File: src/rtl/riscv_pkg.sv
// Shared trace packet layout and controller state encoding.
// Pure declarations: no logic, no latency, no flow control.
package riscv_pkg;

  localparam logic [7:0] PKT_HDR  = 8'hA5;
  localparam int         PKT_LEN  = 22;
  localparam int         IDX_W    = $clog2(PKT_LEN);
  localparam logic [IDX_W-1:0] PKT_LAST = IDX_W'(PKT_LEN - 1);

  typedef enum logic [1:0] {
    IDLE,
    LOAD,
    SEND
  } trc_state_e;

  // Header sits in the least significant byte so byte i of the packet is bits [8*i +: 8].
  typedef struct packed {
    logic [63:0] rddata;
    logic [7:0]  rd;
    logic [31:0] inst;
    logic [63:0] pc;
    logic [7:0]  hdr;
  } pkt_t;

  function automatic pkt_t build_pkt(input logic [63:0] f_pc, input logic [31:0] f_inst,
                                     input logic [7:0] f_rd, input logic [63:0] f_data);
    pkt_t p;
    p.hdr    = PKT_HDR;
    p.pc     = f_pc;
    p.inst   = f_inst;
    p.rd     = f_rd;
    p.rddata = f_data;
    return p;
  endfunction

endpackage

File: src/rtl/riscv_trace_fifo.sv
// Record FIFO, DEPTH entries; pushed data readable at the head the next cycle, head is combinational.
// Push while full is only taken when a pop happens in the same cycle; pop on empty is ignored.
module riscv_trace_fifo #(
  parameter int WIDTH = 8,
  parameter int DEPTH = 4
) (
  input  logic             i_riscv_clk,
  input  logic             i_riscv_rst,
  input  logic             push,
  input  logic [WIDTH-1:0] push_dat,
  input  logic             pop,
  output logic [WIDTH-1:0] pop_dat,
  output logic             full,
  output logic             empty
);

  localparam int AW = $clog2(DEPTH);

  logic [WIDTH-1:0] mem [DEPTH];
  logic [AW:0]      wr_ptr;
  logic [AW:0]      rd_ptr;
  logic             push_ok;
  logic             pop_ok;

  // The extra MSB distinguishes full from empty when the index bits coincide.
  assign empty   = (wr_ptr == rd_ptr);
  assign full    = (wr_ptr[AW] != rd_ptr[AW]) && (wr_ptr[AW-1:0] == rd_ptr[AW-1:0]);
  assign pop_ok  = pop && !empty;
  assign push_ok = push && (!full || pop_ok);
  assign pop_dat = mem[rd_ptr[AW-1:0]];

  always_ff @(posedge i_riscv_clk) begin
    if (i_riscv_rst) begin
      wr_ptr <= '0;
      rd_ptr <= '0;
    end else begin
      if (push_ok) wr_ptr <= wr_ptr + (AW+1)'(1);
      if (pop_ok)  rd_ptr <= rd_ptr + (AW+1)'(1);
    end
  end

  always_ff @(posedge i_riscv_clk) begin
    if (push_ok) mem[wr_ptr[AW-1:0]] <= push_dat;
  end

endmodule

File: src/rtl/riscv_trace_ctrl.sv
// Captures retired-instruction records and streams each as a 22-byte packet; header valid 2 cycles after capture.
// txready stalls the byte stream with txdata held; records arriving at a full FIFO are dropped and counted.
module riscv_trace_ctrl
  import riscv_pkg::*;
#(
  parameter int dwidth = 64,
  parameter int iwidth = 32,
  parameter int awidth = 5,
  parameter int DEPTH  = 4
) (
  input  logic              i_riscv_clk,
  input  logic              i_riscv_rst,
  input  logic              i_riscv_trc_en,
  input  logic              i_riscv_trc_valid,
  input  logic [dwidth-1:0] i_riscv_trc_pc,
  input  logic [iwidth-1:0] i_riscv_trc_inst,
  input  logic [awidth-1:0] i_riscv_trc_rdaddr,
  input  logic [dwidth-1:0] i_riscv_trc_rddata,
  output logic [7:0]        o_riscv_trc_txdata,
  output logic              o_riscv_trc_txvalid,
  input  logic              i_riscv_trc_txready,
  output logic              o_riscv_trc_full,
  output logic [15:0]       o_riscv_trc_drop
);

  localparam int RECW = 2*dwidth + iwidth + awidth;

  trc_state_e               state;
  trc_state_e               state_nxt;
  logic [IDX_W-1:0]         byte_idx;
  pkt_t                     pkt;
  logic [PKT_LEN-1:0][7:0]  pkt_b;
  logic [15:0]              drop_cnt;

  logic                     fifo_full;
  logic                     fifo_empty;
  logic                     pop;
  logic                     push;
  logic                     cap_req;
  logic                     tx_acc;
  logic [RECW-1:0]          rec_in;
  logic [RECW-1:0]          rec_out;
  logic [dwidth-1:0]        h_pc;
  logic [iwidth-1:0]        h_inst;
  logic [awidth-1:0]        h_rd;
  logic [dwidth-1:0]        h_data;

  assign cap_req = i_riscv_trc_valid && i_riscv_trc_en;
  // A pop in the same cycle frees the slot, so a full FIFO still accepts.
  assign push    = cap_req && (!fifo_full || pop);
  assign rec_in  = {i_riscv_trc_pc, i_riscv_trc_inst, i_riscv_trc_rdaddr, i_riscv_trc_rddata};
  assign {h_pc, h_inst, h_rd, h_data} = rec_out;

  riscv_trace_fifo #(
    .WIDTH (RECW),
    .DEPTH (DEPTH)
  ) u_fifo (
    .i_riscv_clk (i_riscv_clk),
    .i_riscv_rst (i_riscv_rst),
    .push        (push),
    .push_dat    (rec_in),
    .pop         (pop),
    .pop_dat     (rec_out),
    .full        (fifo_full),
    .empty       (fifo_empty)
  );

  assign o_riscv_trc_txvalid = (state == SEND);
  assign tx_acc              = o_riscv_trc_txvalid && i_riscv_trc_txready;
  assign pkt_b               = pkt;
  assign o_riscv_trc_txdata  = (state == SEND) ? pkt_b[byte_idx] : 8'h00;
  assign o_riscv_trc_full    = fifo_full;
  assign o_riscv_trc_drop    = drop_cnt;

  always_ff @(posedge i_riscv_clk) begin
    if (i_riscv_rst) state <= IDLE;
    else             state <= state_nxt;
  end

  always_comb begin
    state_nxt = state;
    pop       = 1'b0;
    unique case (state)
      IDLE: if (!fifo_empty) state_nxt = LOAD;
      LOAD: begin
        pop       = 1'b1;
        state_nxt = SEND;
      end
      SEND: if (tx_acc && byte_idx == PKT_LAST) state_nxt = fifo_empty ? IDLE : LOAD;
      default: state_nxt = IDLE;
    endcase
  end

  always_ff @(posedge i_riscv_clk) begin
    if (i_riscv_rst) begin
      byte_idx <= '0;
    end else if (state == LOAD) begin
      byte_idx <= '0;
    end else if (tx_acc) begin
      byte_idx <= (byte_idx == PKT_LAST) ? '0 : byte_idx + IDX_W'(1);
    end
  end

  // Payload only matters in SEND; txdata is forced to zero elsewhere, so no reset here.
  always_ff @(posedge i_riscv_clk) begin
    if (state == LOAD) pkt <= build_pkt(64'(h_pc), 32'(h_inst), 8'(h_rd), 64'(h_data));
  end

  always_ff @(posedge i_riscv_clk) begin
    if (i_riscv_rst) begin
      drop_cnt <= 16'h0000;
    end else if (cap_req && fifo_full && !pop && drop_cnt != 16'hFFFF) begin
      drop_cnt <= drop_cnt + 16'd1;
    end
  end

endmodule

File: config.mk
export PLATFORM = sky130hd
export DESIGN_NAME = riscv_trace_ctrl
export DESIGN_NICKNAME = d
export VERILOG_FILES = /design/src/rtl/riscv_pkg.sv /design/src/rtl/riscv_trace_fifo.sv /design/src/rtl/riscv_trace_ctrl.sv
export SDC_FILE = /design/constraint.sdc
export NUM_CORES = 1
export LEC_CHECK = 0
export CORE_MARGIN = 2
export CORE_UTILIZATION = 45
export CTS_CLUSTER_DIAMETER = 120
export DETAILED_ROUTE_END_ITERATION = 8
export DONT_BUFFER_PORTS = 1
export GPL_ROUTABILITY_DRIVEN = 0
export SLEW_MARGIN = 5
export SYNTH_ARGS = -nofsm -noshare
export SYNTH_HDL_FRONTEND = slang
export SYNTH_SLANG_ARGS = --single-unit
File: constraint.sdc
create_clock -name i_riscv_clk -period 6.6 [get_ports i_riscv_clk]
set_input_delay 0.66 -clock i_riscv_clk [delete_from_list [all_inputs] [get_ports i_riscv_clk]]
set_output_delay 0.66 -clock i_riscv_clk [all_outputs]
set_load 0.03 [all_outputs]
# Yosys cells after proc, flatten, opt, wreduce, memory -nomap -nowiden
# Memories as Yosys holds them, arrays and structs flattened. A register that Yosys moved wholly into a read port is not among the register bits.
# Cells that the tools add are included.
# totals
memories	1
regBits	29
ramBits	660
out_inout_bits	26
in_bits	170
# classes
n_mux	11
reduce_logical	18
magnitude_cmp	1
addsub	4
eq_ne	9
# memory_table
name	depth	word_bits	rd	rd_ports_with_merged_regs	write_ports	line_no	source
u_fifo.mem	4	165	1	1	1	riscv_trace_fifo.sv:19	logic [WIDTH-1:0] mem [DEPTH];
# ops
cell	count
$bmux W8 S5	1
$add A16 B1 Y16 const B	1
$mux W8	2
$ne A16 B16 Y1 const B	1
$logic_and A1 B1 Y1	10
$add A3 B1 Y3 const B	2
$lt A5 B6 Y1 const B	1
$pmux W2 S3	1
$add A5 B1 Y5 const B	1
$eq A5 B5 Y1 const B	1
$mux W5	1
$mux W1	4
$mux W2	2
$eq A3 B3 Y1	1
$logic_not A1 Y1	3
$eq A2 B1 Y1 const B	1
$eq A2 B2 Y1	1
$eq A2 B2 Y1 const B	1
$logic_not A2 Y1	1
$logic_or A1 B1 Y1	2
$ne A2 B1 Y1 const B	1
$ne A2 B2 Y1 const B	1
$reduce_and A2 Y1	1
$reduce_or A2 Y1	1
$ne A1 B1 Y1	1

# Longest topological paths before layout
# Gate-level depths: netlist of run 1.
# depth
depth_word	8
ltp_mapped	9
mapped_depth_nobuf	6

# Modules after synthesis
# Synthesis of run 1 repeated with hierarchy kept, for this count alone.
# unflattened
hier_cells	1361
area_unflattened_um2	31978.2
# modules_own_cells
mod	seq_area_each_um2	cells_per_inst	n_inst	area_each_um2
riscv_trace_fifo	19979.2	917	1	24374.6
riscv_trace_ctrl	5415.2	444	1	7603.5

# Least setup slack after synthesis of run 1
# OpenSTA, ideal clock, no wires.
# synth_timing
path_kind	input to register
start	in i_riscv_trc_valid
end	mem u_fifo.mem[3][0] (netlist bit) (enable)
path_slack_ps	1010
arrival_ps	5043
t_required_ps	6054
path_buffers	0
stages	3
path_cell_list	nand2_1 a41oi_1 and2_1
# synth_between
elab_chain_cells	5
# synth_rtl
item	line_no	source
start, declared	riscv_trace_ctrl.sv:14	input logic i_riscv_trc_valid,
$logic_and A1 B1 Y1	riscv_trace_ctrl.sv:48	assign cap_req = i_riscv_trc_valid && i_riscv_trc_en;
$logic_and A1 B1 Y1	riscv_trace_ctrl.sv:50	assign push = cap_req && (!fifo_full || pop);
$logic_and A1 B1 Y1	riscv_trace_fifo.sv:29	assign push_ok = push && (!full || pop_ok);
$mux W1	riscv_trace_fifo.sv:43	if (push_ok) mem[wr_ptr[AW-1:0]] <= push_dat;
$mux W1 (implied by the code)	riscv_trace_fifo.sv:43	
end, declared	riscv_trace_fifo.sv:19	
# Every way passes these cells.

# Final worst setup path of run 1
# layout_timing
start	reg byte_idx[0]
end	out o_riscv_trc_txdata[3]
# layout_between
elab_chain_cells	3
# layout_rtl
item	line_no	source
start, declared	riscv_trace_ctrl.sv:30	logic [IDX_W-1:0] byte_idx;
start signal, assigned	riscv_trace_ctrl.sv:100	byte_idx <= (byte_idx == PKT_LAST) ? '0 : byte_idx + IDX_W'(1);
$bmux W8 S5	riscv_trace_ctrl.sv:71	assign o_riscv_trc_txdata = (state == SEND) ? pkt_b[byte_idx] : 8'h00;
$mux W8 (implied by the code)	riscv_trace_ctrl.sv:71	
$mux W8	riscv_trace_ctrl.sv:71	
end, declared	riscv_trace_ctrl.sv:19	output logic [7:0] o_riscv_trc_txdata,
# Every way passes these cells. The select of a mux whose other input is x is not followed.

==> results of run 1 <==
-- worst reg2reg max path, delay by kind of cell, from the launching register on --
family | cells | cell delay, ns
and+or+nand+nor | 1 | 0.83
AOI/OAI and AO/OA | 1 | 0.59
xor gates and xnor gates | 1 | 0.23
DFF | 1 | 0.97
buffers and inverters | 1 | 0.73
-- flip-flops by register name, summed over array words and instances (netlist names) --
name              count
u_fifo.mem          660
o_riscv_trc_drop     16
u_fifo.wr_ptr         3
state                 2
pkt                 165
u_fifo.rd_ptr         3
byte_idx              5
-- placed cells by master, fill, tap and decap left out, drive strengths merged, types with 6 or more instances in the layout --
cell type	instances
a21oi	14
mux4	194
xnor2	14
clkbuf	105
mux2	7
nand4	10
buf	20
nor4	7
o21ai	15
o211ai	7
or3	6
bufinv	14
edfxtp	825
inv	11
nor3	6
and2	8
clkinv	33
dfxtp	29
mux2i	16
nand3	9
nand2	20
ha	8
o2bb2ai	7
nor2	30
-- layout make-up --
cell class / count / share of cell area, %
tap: 940 / 3.308
sequential: 854 / 71.33
multi-input combinational: 417 / 16.60
clock buffer: 105 / 6.312
inverter: 9 / 0.1091
clock inverter: 52 / 1.773
timing repair buffer: 20 / 0.5630
-- report_power, final --
group          internal, mW  total, mW  switching (mW)
Combinational         0.132      0.329           0.198
Clock                  2.97       4.94            1.97
Sequential             6.14       6.19          0.0515
-- final timing paths --
| path | from | endpoint |
|---|---|---|
| worst max-delay path | byte_idx[0] | o_riscv_trc_txdata[3] |
| worst min-delay path | i_riscv_rst | u_fifo.rd_ptr[1] |
| worst max register to register | u_fifo.rd_ptr[1] | u_fifo.mem[2][65] |
| worst min register to register | state[0] | state[0] |
-- logic make-up (layout without fill, tap and decap cells) --
logic type / count (synthesis) / in the layout
AO/OA/AOI/OAI: 62 / 62
XOR/XNOR: 18 / 18
adder cells (fa/ha/maj): 8 / 8
AND/OR/NAND/NOR: 112 / 112
flip-flops: 854 / 854
multiplexers: 217 / 217
buffers and inverters: 68 / 186
-- cell usage after synthesis, types with 5 or more instances --
master,n
nand2_1,20
ha_1,8
o211ai_1,7
nor4_1,6
mux4_2,194
a22oi_1,5
edfxtp_1,825
xnor2_1,12
mux2_2,6
or3_1,6
nor3_1,6
o2bb2ai_1,7
inv_1,9
nor2_1,30
mux2i_1,16
clkbuf_1,29
a221oi_1,5
o21ai_0,14
a31oi_1,5
and2_1,8
nand3_1,9
buf_2,8
nand4_1,9
a21oi_1,14
buf_1,18
dfxtp_1,29
-- through the flow --
step                worst slack (ns)  area, um2  hold WS, ns  util (%)  instances
floorplan                      1.010      31540       0.4097         -       1339
global placement               2.687      32680       0.4186     46.92       2240
detailed placement             2.685      32680       0.4345     46.92       2240
CTS                            2.347      35560      0.06615     51.04       2397
global route                   2.214      35560      0.07350     51.04       2397
finish                         2.453      35560       0.1125     51.04       2397
-- metal layers --
metal | vias up | global-route usage (%) | part of all wire [%]
li1 | 5773 | - | -
met1 | 7111 | 23.62 | 40
met2 | 379 | 29.10 | 49
met3 | 77 | 6.767 | 9.3
met4 | 0 | 4.505 | 1.6
met5 | - | 0 | 0
==> reports/metrics.csv, run 1 <==
metric,value,unit
grt_max_degree,109,
critPathMaxStageDelay,1.03,ns
synth_enable_flop_cells,825,
hpwl,39260,um
path_depth,4,
clock.fmax,241.2,MHz
die_y,268.8,um
synth-compound-area-share,1.289,%
grt-ovfl-total,0,
hp-class,in -> reg,
syn_nets,1517,
ioPinCount,196,
synth.top_cells.by_area,"edfxtp_1 79%, mux4_2 14%, dfxtp_1 1.8%, mux2i_1 0.51%, nor2_1 0.36%",
arrival,3.49,ns
rows,97,
yosys.area_share.adder,0.3173,%
drt_iter0_drc,959,
post_cts_buffers,0,
numCtsBuffers,87,
crit_family,flip-flops,
synth-simple-area-share,1.900,%
path_max_fanout,28,
area_growth,12.73,%
track_usage,18.14,%
synthDistinctLibCells,48,
ys_ff_latch,854,
htree_levels,3,
r2r_setup_slack,2.85,ns
multi_input_area,0.005904,mm2
yosysSeqAreaShare,80.38,%
rsz0062_at_grt,no,
antenna_found_initial,2,
cpMaxStageDelayCell,dfxtp_2,
nets,1567,
fin_crit_sh,62.83,%
end_kind,output port,
cp_num_buf_inv,1,
ant_nets,0,
cts_tree,done,
peakVddDrop,207.1,uV
synth-main-ff-cell,edfxtp_1,
total_power,11.46,mW
slew_headroom,24.27,%
async_reset_ff_share,0,%
drc_errors,0,
viasPerCell,5.565,
clk_pin_slew,0.06,ns
dieArea,0.07223,mm2
netlist_instances,1339,
crit_chain,"buf_4, mux4_2, a22oi_1, o211ai_1",
power_density,322.3,mW/mm2
grt_pass1_wl,93630,um
critPathRequiredTime,5.94,ns
final.min_clock_period,4.147,ns
synth_top_area_share,78.54,%
numPortBuffers,0,
ys_warn_count,0,
initial_core_util,45.28,%
clock-sinks,854,
wire_per_inst,27.07,um
skew,0.01925,ns
setup_viol,0,
tightest_slew,1.136,ns
slew_viol_final,0,
drive_above_1_share,24.57,%
status,"complete, no violations",
holdBufCountCts,0,
synth_area,0.03154,mm2
maxCapViolCount,0,
root_buffer,clkbuf_16,
syn_area_per_cell,23.56,um2
rr_worst_depth,4,
drt_wl_total,64890,um
synth_mux_area_share,14.61,%
cts_buffer_depth,3,
diodes,0,
seq_area,0.02536,mm2
fillers,5432,
setup_tns,0,ns
start_kind,flip-flop,
synth_top_family_by_area,multiplexers,
path_class,reg -> out,
yosys.area.top_type,edfxtp_1,
hold_depth,1,
core,0.06966,mm2
synth-xor-area-share,0.5712,%
fp.dieW,268.8,um
cts.repair.resized,0,
finalHoldViolations,0,
dr.pass1.iters,4,
leakage,10.67,nW
clk_latency,0.63,ns
grt_pass1_vias,13860,
vias,13340,
Power figures use the tool's default switching activity.
==> inputs of run 2 (changes only) <==
- clock period: 6.6 -> 3.35 ns (I/O delays scaled with it)
==> run 2 against run 1 <==
Non-clock buffer count rose by 186. Die area did not move. Hold slack improved by 0.019 ns. Register-to-register slack got worse by 2.0 ns. Final cell count rose by 8.1%. Critical endpoint unchanged.
==> reports/metrics.csv, run 2 (synthesized netlist as in run 1, its figures left out) <==
metric,value,unit
status,"complete, no violations",
hp-class,in -> reg,
drive_above_1_share,22.81,%
grt-ovfl-total,0,
pre_cts_ws,0.8724,ns
clk_pin_slew,0.06,ns
htree_levels,3,
ant_nets,0,
crit_chain,"buf_12, mux4_2, o2bb2ai_1, nand2_1, o211ai_1, buf_4",
clock-sinks,854,
start_kind,flip-flop,
die_y,268.8,um
ioPinCount,196,
whs,0.1312,ns
nets,1753,
numPortBuffers,0,
setup_tns,0,ns
fillers,5329,
cts_tree,done,
area_growth,18.61,%
rsz0062_at_grt,no,
grt_pass1_vias,14590,
total_power,22.36,mW
setup_ws,0.2820,ns
multi_input_area,0.005907,mm2
place_area,0.03303,mm2
core,0.06966,mm2
final.min_clock_period,3.068,ns
vias,14270,
track_usage,19.31,%
slew_viol_final,0,
hpwl,43040,um
grt_pass1_wl,99250,um
arrival,2.73,ns
fin_crit_sh,91.58,%
dieArea,0.07223,mm2
power_density,597.5,mW/mm2
tightest_slew,1.101,ns
finalHoldViolations,0,
cts_buffer_depth,3,
rows,97,
setup_viol,0,
drt_wl_total,68530,um
clock.fmax,325.9,MHz
stdcell_area,0.03742,mm2
clk_latency,0.63,ns
r2r_setup_slack,0.90,ns
critPathMaxStageDelay,0.58,ns
leakage,11.42,nW
critPathRequiredTime,3.01,ns
end_kind,output port,
layout_commonest_cell,edfxtp_1,
cpMaxStageDelayCell,dfxtp_2,
largest_register_ffs,660,
slew_headroom,26.34,%
drt_iter0_drc,1519,
root_buffer,clkbuf_16,
cp_num_buf_inv,2,
grt_max_degree,107,
path_class,reg -> out,
final_cell_mix,"825 x edfxtp_1, 194 x mux4_2, 167 x dlygate4sd3_1",
skew,0.02371,ns
wire_per_inst,26.45,um
numCtsBuffers,87,
seq_area,0.02536,mm2
drc_errors,0,
initial_core_util,45.28,%
dr.pass1.iters,7,
fp.dieW,268.8,um
antenna_found_initial,17,
viasPerCell,5.507,
maxCapViolCount,0,
peakVddDrop,451.2,uV
post_cts_buffers,0,
crit_family,flip-flops,
path_max_fanout,23,
-- run 2: cell count changes in the layout (fill, tap and decap cells not counted), sizes merged, moves of 4 or more --
| cell | before | now |
|---|---|---|
| diode | 0 | 7 |
| buf | 20 | 39 |
| dlygate4sd3 | 0 | 167 |
| bufinv | 14 | 6 |
| clkbuf | 105 | 109 |
-- run 2: path summary, 6_finish.rpt --
kind                                           from                    end  cells after the start
worst max register to register     u_fifo.wr_ptr[0]       u_fifo.mem[0][9]                      4
worst min register to register             state[0]               state[0]                      1
worst max-delay path                    byte_idx[0]  o_riscv_trc_txdata[3]                      6
worst min-delay path            i_riscv_trc_txready            byte_idx[4]                      4
-- run 2: repair_timing --
item | in CTS | in global routing
hold buffers | 167 | 0
hold endpoints to repair | 689 | 0
gates resized for setup | 0 | 0
-- run 2: cell type report --
class / instances / share of cell area, %
sequential: 854 / 67.79
multi-input combinational: 417 / 15.79
clock buffer: 109 / 6.096
timing repair buffer: 206 / 5.919
tap: 940 / 3.143
clock inverter: 49 / 1.117
inverter: 9 / 0.1003
antenna: 7 / 0.04682
-- run 2: worst reg2reg max path, cell delays in order, from the launching register on --
cell,delay [ns]
dfxtp_1,0.46
xnor2_2,0.16
a41oi_1,0.57
and2_4,0.50
buf_12,0.39
-- run 2: report_power, final --
| part | total [mW] | switching (mW) | internal, mW | leakage, nW |
|---|---|---|---|---|
| Combinational | 0.965 | 0.537 | 0.428 | 2.38 |
| Clock | 9.18 | 3.88 | 5.30 | 1.31 |
| Sequential | 12.2 | 0.131 | 12.1 | 7.74 |
-- run 2: metrics by stage --
step,std cells,utilization [%]
6_report,2591,53.71
3_3_place_gp,2259,47.41
3_5_place_dp,2259,47.41
4_1_cts,2584,53.68
5_1_grt,2590,53.71
2_1_floorplan,1339,-
-- run 2: metal layers --
| metal | vias up | part of all wire (%) | GRT usage, % |
|---|---|---|---|
| met3 | 99 | 7.0 | 4.922 |
| li1 | 6170 | - | - |
| met4 | 18 | 2.0 | 5.721 |
| met2 | 445 | 49 | 30.63 |
| met5 | - | 0.16 | 0 |
| met1 | 7536 | 42 | 26.66 |
==> inputs of run 3 (changes only) <==
- CORE_MARGIN: 2 -> 1.5
==> run 3 against run 2 <==
Critical path depth down 1. Non-clock buffer count up 1. Critical endpoint is now o_riscv_trc_txdata[4]. Power up 3.3%. Worst setup slack worse by 0.17 ns. Largest power group unchanged.
==> reports/metrics.csv, run 3 (synthesized netlist as in run 1, its figures left out) <==
metric,value,unit
post_cts_buffers,0,
nets,1756,
grt_pass1_wl,98390,um
track_usage,18.96,%
path_class,reg -> out,
internal_power,18.54,mW
skew,0.01736,ns
setup_viol,0,
switching_power,4.553,mW
hp-class,in -> reg,
slew_viol_final,0,
clk_latency,0.62,ns
ioPinCount,196,
drc_errors,0,
rsz0062_at_grt,no,
finalNonFillerCells,2590,
clk_pin_slew,0.06,ns
status,"complete, no violations",
cp_num_buf_inv,2,
dieArea,0.07170,mm2
clock.fmax,309.3,MHz
peakVddDrop,316.0,uV
p_clk_share,43.1,%
p_seq_share,52.7,%
root_buffer,clkbuf_16,
crit_family,compound AO/OA/AOI/OAI gates,
crit_chain,"buf_12, mux4_2, a22oi_1, o211ai_1, buf_4",
numPortBuffers,0,
ant_nets,0,
tightest_slew,1.197,ns
core,0.06895,mm2
p_comb_share,4.2,%
rows,96,
fp.dieW,267.8,um
final.min_clock_period,3.234,ns
finalHoldViolations,0,
stdcell_area,0.03770,mm2
grt_max_degree,82,
grt_pass1_vias,14780,
largest_register_ffs,660,
pre_cts_ws,0.6871,ns
vias,14150,
die_y,267.8,um
drt_iter0_drc,1135,
viasPerCell,5.461,
post-place-cells,2251,
layout_commonest_cell,edfxtp_1,
end_kind,output port,
power_density,612.4,mW/mm2
switching_share,19.72,%
leakage,11.57,nW
critPathRequiredTime,3.01,ns
arrival,2.90,ns
area_growth,19.53,%
fin_crit_sh,96.52,%
cts_buffer_depth,3,
grt-ovfl-total,0,
final_cell_mix,"825 x edfxtp_1, 194 x mux4_2, 167 x dlygate4sd3_1",
maxCapViolCount,0,
antenna_found_initial,15,
hpwl,41270,um
drive_above_1_share,23.20,%
critPathMaxStageDelay,0.61,ns
path_max_fanout,48,
wire_per_inst,25.67,um
clock-sinks,854,
cpMaxStageDelayCell,mux4_2,
drt_wl_total,66480,um
initial_core_util,45.75,%
dr.pass1.iters,5,
htree_levels,3,
slew_headroom,19.95,%
start_kind,flip-flop,
place_area,0.03301,mm2
setup_ws,0.1165,ns
final_util,54.69,%
cts_tree,done,
setup_tns,0,ns
numCtsBuffers,89,
==> run 3: changes by cell type in the layout (fill, tap and decap cells not counted), sizes merged <==
cell      before  now
clkbuf       109  125
buf           39   40
diode          7    8
clkinv        35   25
bufinv         6    9
inv           12    8
clkinvlp       5    6
==> run 3: final cells by class <==
type,count,area [um2]
Sequential cell,854,25360
Clock buffer,125,2571
Tap cell,931,1165
Timing Repair Buffer,207,2210
Fill cell,5201,31240
Antenna cell,8,20.02
Multi-Input combinational cell,417,5912
Inverter,9,37.54
Clock inverter,39,425.4
==> run 3: power groups by stage <==
| stage | registers [mW] | logic [mW] | clock network (mW) |
|---|---|---|---|
| after detailed placement | 12.4 | 0.724 | 0 |
| after global routing | 12.2 | 1.04 | 10.6 |
| after floorplan | 12.4 | 0.482 | 0 |
| after CTS | 12.2 | 0.995 | 10.2 |
| final | 12.2 | 0.969 | 9.95 |
| after global placement | 12.4 | 0.720 | 0 |
==> run 3: timing repair <==
| action | 4_1_cts | 5_1_grt |
|---|---|---|
| gates resized for setup | 0 | 1 |
| endpoints found under the hold margin | 689 | 0 |
| setup endpoints to repair | 0 | 3 |
| hold buffers | 167 | 0 |
==> run 3: routing by layer <==
metal,wire [um],part of all wire (%),GRT usage [%]
met5,60,0.090,0
met4,1267,1.9,5.665
met1,28330,43,26.47
met2,32690,49,30.18
met3,4128,6.2,4.224
==> run 3: metrics by stage <==
stage               total power [mW]  hold WS (ns)
CTS                            23.35       0.08897
global route                   23.81        0.1168
detailed placement             13.12        0.4107
floorplan                      12.86        0.4112
global placement               13.11        0.4082
finish                         23.09        0.1300
==> run 3: worst paths after layout <==
check / end / startpoint / slack (ns) / depth (start not counted)
worst max-delay path: o_riscv_trc_txdata[4] / byte_idx[0] / 0.12 / 5
worst min register to register: state[0] / state[0] / 0.44 / 1
worst max register to register: u_fifo.mem[2][31] / u_fifo.rd_ptr[1] / 0.72 / 4
worst min-delay path: byte_idx[2] / i_riscv_trc_txready / 0.13 / 4
==> run 3: worst reg2reg max path, stage by stage, from the launching register on <==
cell and delay (ns):
dfxtp_4 0.58, xnor2_2 0.18, a41oi_1 0.59, and2_4 0.53, buf_4 0.40
